File: src/rtl/fifo_pkg.sv
// fifo_pkg: types shared by the single-clock FIFO and the async_fifo family.
//   fifo_mode_e selects the read-side behaviour:
//     FIFO_STD  - registered read, data valid one cycle after rd_en
//     FIFO_FWFT - first-word-fall-through, head word always visible
package fifo_pkg;

  typedef enum logic {
    FIFO_STD  = 1'b0,
    FIFO_FWFT = 1'b1
  } fifo_mode_e;

endpackage

File: src/rtl/fifo_mem.sv
// fifo_mem: WIDTH x (1<<ADDR) dual-port storage, one synchronous write port
// and one asynchronous read port. The contents are not reset.
//   clk      in   1      write clock, rising edge
//   wr_en    in   1      write strobe
//   wr_addr  in   ADDR   write address
//   wr_data  in   WIDTH  write data
//   rd_addr  in   ADDR   read address
//   rd_data  out  WIDTH  combinational read data
module fifo_mem #(
  parameter int WIDTH = 32,
  parameter int ADDR  = 4
) (
  input  logic             clk,
  input  logic             wr_en,
  input  logic [ADDR-1:0]  wr_addr,
  input  logic [WIDTH-1:0] wr_data,
  input  logic [ADDR-1:0]  rd_addr,
  output logic [WIDTH-1:0] rd_data
);

  localparam int DEPTH = 1 << ADDR;

  logic [WIDTH-1:0] mem [DEPTH];

  always_ff @(posedge clk) begin
    if (wr_en) mem[wr_addr] <= wr_data;
  end

  assign rd_data = mem[rd_addr];

endmodule

File: src/rtl/sync_fifo_flex.sv
// sync_fifo_flex: single-clock FIFO with registered (STD) or
// first-word-fall-through (FWFT) read, occupancy count, programmable
// almost-full/almost-empty flags, sticky overflow/underflow and a
// synchronous flush.
//   clk           in   1       clock, rising edge
//   rst_n         in   1       asynchronous active-low reset
//   flush         in   1       synchronous clear of pointers/count/errors
//   w_data        in   WIDTH   write data
//   wr_en         in   1       write request
//   fifo_full     out  1       count == DEPTH
//   almost_full   out  1       count >= AF_LEVEL
//   rd_en         in   1       read request (STD) / pop head (FWFT)
//   r_data        out  WIDTH   read data
//   r_valid       out  1       STD: r_data valid; FWFT: !fifo_empty
//   fifo_empty    out  1       count == 0
//   almost_empty  out  1       count <= AE_LEVEL
//   count         out  ADDR+1  occupancy 0..DEPTH
//   overflow      out  1       sticky: wr_en while full
//   underflow     out  1       sticky: rd_en while empty
module sync_fifo_flex
  import fifo_pkg::*;
#(
  parameter int         WIDTH    = 32,
  parameter int         ADDR     = 4,
  parameter fifo_mode_e MODE     = FIFO_STD,
  parameter int         AF_LEVEL = (1 << ADDR) - 2,
  parameter int         AE_LEVEL = 2
) (
  input  logic             clk,
  input  logic             rst_n,
  input  logic             flush,
  input  logic [WIDTH-1:0] w_data,
  input  logic             wr_en,
  output logic             fifo_full,
  output logic             almost_full,
  input  logic             rd_en,
  output logic [WIDTH-1:0] r_data,
  output logic             r_valid,
  output logic             fifo_empty,
  output logic             almost_empty,
  output logic [ADDR:0]    count,
  output logic             overflow,
  output logic             underflow
);

  localparam int            DEPTH   = 1 << ADDR;
  localparam logic [ADDR:0] DEPTH_V = (ADDR+1)'(DEPTH);
  localparam logic [ADDR:0] AF_V    = (ADDR+1)'(AF_LEVEL);
  localparam logic [ADDR:0] AE_V    = (ADDR+1)'(AE_LEVEL);

  if (ADDR < 1) begin : g_chk_addr
    $error("sync_fifo_flex: ADDR must be >= 1");
  end
  if (AF_LEVEL < 1 || AF_LEVEL > DEPTH) begin : g_chk_af
    $error("sync_fifo_flex: AF_LEVEL must be in 1..DEPTH");
  end
  if (AE_LEVEL < 0 || AE_LEVEL >= DEPTH) begin : g_chk_ae
    $error("sync_fifo_flex: AE_LEVEL must be in 0..DEPTH-1");
  end

  logic [ADDR-1:0]  wr_ptr;
  logic [ADDR-1:0]  rd_ptr;
  logic [ADDR:0]    count_next;
  logic             wr_acc;
  logic             rd_acc;
  logic [WIDTH-1:0] mem_rd_data;

  assign fifo_full    = (count == DEPTH_V);
  assign fifo_empty   = (count == '0);
  assign almost_full  = (count >= AF_V);
  assign almost_empty = (count <= AE_V);

  assign wr_acc = wr_en & ~fifo_full;
  assign rd_acc = rd_en & ~fifo_empty;

  always_comb begin
    count_next = count;
    if (wr_acc && !rd_acc)      count_next = count + (ADDR+1)'(1);
    else if (!wr_acc && rd_acc) count_next = count - (ADDR+1)'(1);
  end

  always_ff @(posedge clk or negedge rst_n) begin
    if (!rst_n) begin
      wr_ptr    <= '0;
      rd_ptr    <= '0;
      count     <= '0;
      overflow  <= 1'b0;
      underflow <= 1'b0;
    end else if (flush) begin
      wr_ptr    <= '0;
      rd_ptr    <= '0;
      count     <= '0;
      overflow  <= 1'b0;
      underflow <= 1'b0;
    end else begin
      if (wr_acc) wr_ptr <= wr_ptr + ADDR'(1);
      if (rd_acc) rd_ptr <= rd_ptr + ADDR'(1);
      count <= count_next;
      if (wr_en && fifo_full)  overflow  <= 1'b1;
      if (rd_en && fifo_empty) underflow <= 1'b1;
    end
  end

  // A write coinciding with flush is dropped, so the RAM is never written then.
  fifo_mem #(
    .WIDTH (WIDTH),
    .ADDR  (ADDR)
  ) u_mem (
    .clk     (clk),
    .wr_en   (wr_acc & ~flush),
    .wr_addr (wr_ptr),
    .wr_data (w_data),
    .rd_addr (rd_ptr),
    .rd_data (mem_rd_data)
  );

  if (MODE == FIFO_FWFT) begin : g_fwft
    // The RAM is not reset, so the head is masked to zero while empty to give
    // a defined r_data out of reset.
    assign r_data  = fifo_empty ? '0 : mem_rd_data;
    assign r_valid = ~fifo_empty;
  end else begin : g_std
    logic [WIDTH-1:0] r_data_q;
    logic             r_valid_q;

    always_ff @(posedge clk or negedge rst_n) begin
      if (!rst_n) begin
        r_data_q  <= '0;
        r_valid_q <= 1'b0;
      end else if (flush) begin
        r_valid_q <= 1'b0;
      end else begin
        r_valid_q <= rd_acc;
        if (rd_acc) r_data_q <= mem_rd_data;
      end
    end

    assign r_data  = r_data_q;
    assign r_valid = r_valid_q;
  end

endmodule
File: config.mk
export PLATFORM = sky130hd
export DESIGN_NAME = sync_fifo_flex
export DESIGN_NICKNAME = d
export VERILOG_FILES = /design/src/rtl/fifo_pkg.sv /design/src/rtl/fifo_mem.sv /design/src/rtl/sync_fifo_flex.sv
export SDC_FILE = /design/constraint.sdc
export NUM_CORES = 1
export LEC_CHECK = 0
export ABC_AREA = 0
export CAP_MARGIN = 20
export CORE_MARGIN = 10
export CORE_UTILIZATION = 30
export DETAILED_ROUTE_END_ITERATION = 12
export PLACE_DENSITY_LB_ADDON = 0.08
export REMOVE_ABC_BUFFERS = 1
export SYNTH_ARGS = -nofsm -noshare
export SYNTH_HDL_FRONTEND = slang
export SYNTH_SLANG_ARGS = --single-unit
File: constraint.sdc
create_clock -name clk -period 3.11 [get_ports clk]
set_input_delay 0.622 -clock clk [delete_from_list [all_inputs] [get_ports clk]]
set_output_delay 0.622 -clock clk [all_outputs]
set_load 0.005 [all_outputs]
==> flow_summary.json <==
{
  "status": "finished, final reports clean",
  "start_util_pct": 30.4,
  "clk-insertion-delay-late_ns": 0.61,
  "synth-async-reset-ratio_pct": 8.57,
  "design.core.area_mm2": 0.0704,
  "synth_edf_count": 512,
  "cts_setup_buffers": 0,
  "finalCritPeriodShare_pct": 94.3,
  "cts_resized": 0,
  "ios": 81,
  "final-hold-violation-count": 0,
  "maxCapViolations": 0,
  "wl_per_cell_um": 24.4,
  "synth_top_family_by_area": "multiplexers",
  "crit_required_ns": 2.49,
  "cp.arrival_ns": 2.31,
  "finalCriticalPeriod_ns": 2.93,
  "power_density_mw_per_mm2": 739,
  "fin_nets": 1167,
  "io_buffers": 80,
  "synth.area.mux_share_pct": 16.7,
  "grt_max_degree": 53,
  "slew_headroom_pct": 41.4,
  "clock_sinks": 560,
  "crit_path_start_kind": "flop",
  "dieHeight_um": 287,
  "critPathCaptureType": "output port",
  "vias_per_cell": 4.74,
  "layout-drive-gt1-share_pct": 25.0,
  "ant_nets": 0,
  "cts_hold_buf": 0,
  "row_count": 97,
  "tritoncts": "built",
  "overflow": 0,
  "final-setup-viol-count": 0,
  "timing.rr.start": "count[3]$_DFFE_PN0P_",
  "synth_xor_area_share_pct": 0.321,
  "synth_simple_gate_area_share_pct": 1.77,
  "drtPass1Iterations": 5,
  "synth.cell_area_mm2": 0.0214,
  "synth_fa_ha_area_share_pct": 0.619,
  "crit_type": "flop to output port",
  "synthCells": 973,
  "dp_slack_ns": 0.229,
  "synth.distinct_cells": 36,
  "setup_ws_ns": 0.177,
  "dieArea_mm2": 0.0825,
  "r2r-end": "count[4]$_DFFE_PN0P_",
  "hpwl_um": 29000,
  "drt-total-wl_um": 51600,
  "synth_compound_area_share_pct": 2.03,
  "synth_ff_type": "edfxtp_1",
  "place.gp.congestion": 0.674,
  "yosysWarningCount": 0,
  "timing.hold.ws_ns": 0.143,
  "crit_fanout": 6,
  "grt_pass1_vias": 11000,
  "diodes": 0,
  "drc": 0,
  "clock_skew_ns": 0.0209,
  "syn_area_per_cell_um2": 22.0,
  "drtIter0Drc": 649,
  "ctsHtreeMaxLevel": 2,
  "cts-root-buf": "clkbuf_16",
  "syn_to_final_growth_pct": 21.3,
  "route.vias.total": 10000,
  "peakVddDrop_uv": 439,
  "ys_seq_elements": 560,
  "track_usage_pct": 12.6,
  "antenna_found_initial": 2,
  "die_x_um": 287,
  "ys_seq_area_share_pct": 77.4,
  "cts_made_buffers": 61,
  "grt_pass1_wl_um": 76400,
  "clkTransAtPathRegs_ns": 0.06,
  "cts_buffer_depth": 3,
  "max_freq_mhz": 341,
  "drv_slew": 0,
  "worst_pin_slew_ns": 0.880,
  "min_path_type": "input pin to asynchronous set/reset pin",
  "rsz0062_at_grt": "no",
  "p_leak_nw": 8.13,
  "reg2reg_slack_ns": 0.21,
  "r2r_cells": 9
}
[logic make-up (layout without fill, tap and decap cells)]
| logic type | after synthesis | in the layout |
|---|---|---|
| flops | 560 | 560 |
| mux | 198 | 198 |
| simple gates | 90 | 90 |
| buf+inv | 56 | 254 |
| compound gates | 52 | 52 |
| fa+ha+maj | 10 | 10 |
| xor+xnor | 7 | 7 |
[registers in the layout, indices dropped and copies added (netlist names)]
register and cells:
overflow 1, wr_ptr 4, underflow 1, r_data 32, rd_ptr 4, u_mem.mem 512, r_valid 1, count 5
[how the worst max path moves through the flow]
| stage | from | endpoint | slack, ns | cells after the start |
|---|---|---|---|---|
| 2_1_floorplan | rd_ptr[1]$_DFFE_PN0P_ | r_data[29]$_DFFE_PN0P_ | -3.01 | 3 |
| 3_3_place_gp | wr_en | count[4]$_DFFE_PN0P_ | 0.24 | 8 |
| 3_5_place_dp | wr_en | count[4]$_DFFE_PN0P_ | 0.23 | 8 |
| 4_1_cts | count[3]$_DFFE_PN0P_ | fifo_empty | 0.09 | 3 |
| 5_1_grt | count[3]$_DFFE_PN0P_ | fifo_empty | 0.04 | 3 |
| 6_report | count[3]$_DFFE_PN0P_ | fifo_empty | 0.18 | 3 |
[cells in the final DEF (no fill, tap or decap), types with 2 or more instances in the layout]
master and count:
o221ai_1 32, clkbuf_8 8, o21ai_4 2, dfrtp_4 3, clkbuf_1 21, clkinv_1 9
nand3_1 4, clkinvlp_4 2, buf_12 30, mux2i_1 69, nand4_1 2, ha_1 9
buf_4 26, dfrtp_1 45, and3_1 2, mux4_2 128, clkinv_2 9, nor2_1 15
a21o_1 2, nor2_4 16, or3_1 2, nand2_1 44, a21oi_1 6, clkdlybuf4s50_1 79
o211ai_1 4, xor2_1 5, edfxtp_1 512, o21ai_0 2, clkbuf_16 62, nor2b_1 2
inv_1 5
[final cells by class]
class / instances / area, µm²
clock buffers: 91 / 1740
clock inverters: 23 / 149
fillers: 6439 / 44400
inverters: 5 / 18.8
multi-input cells: 357 / 4730
flip-flops and latches: 560 / 16600
well taps: 940 / 1180
repair buffers: 135 / 1590
[per-stage QoR]
stage | TNS (ns) | util (%) | instances | total power [mW] | cell area [µm²]
after floorplan | -104.26 | - | 922 | 11.1 | 21200
after global placement | 0 | 34.2 | 1995 | 12.6 | 24100
after detailed placement | 0 | 34.2 | 1995 | 12.6 | 24100
after CTS | 0 | 36.9 | 2109 | 19.5 | 26000
after global routing | 0 | 36.9 | 2111 | 20.2 | 26000
final | 0 | 36.9 | 2111 | 19.2 | 26000
[worst max-delay path, cell delays in order (launching register included)]
cell and delay (ns):
dfrtp_1 0.44, or4_4 0.58, nor2_1 0.17, clkdlybuf4s50_1 0.53
[cell usage after synthesis (4+ instances only)]
library cell	instances	area, µm²
dfrtp_1	48	1200
mux4_2	128	2880
nand2_1	44	165
a21oi_1	6	30.0
buf_1	4	15.0
buf_2	14	70.1
mux2i_1	69	691
xor2_1	5	43.8
ha_1	9	113
nor2_1	31	116
o211ai_1	4	30.0
o221ai_1	32	280
clkbuf_1	31	116
inv_1	5	18.8
nand3_1	4	20.0
edfxtp_1	512	15400
[report_power, final]
| part | total [mW] | internal, mW | switching [mW] |
|---|---|---|---|
| combinational | 3.50 | 1.82 | 1.67 |
| sequential | 8.91 | 8.58 | 0.327 |
| clock | 6.79 | 3.93 | 2.87 |
[metal layers]
layer  vias up  wire, µm  global-route usage [%]  part of all wire, %
met5         -         0                       0                    0
met4         0       970                    3.22                  1.9
met3        72      2230                    2.25                  4.3
met2       211     23700                    19.5                   46
met1      5362     24600                    18.0                   48
li1       4367         -                       -                    -
Power figures use the tool's default switching activity.
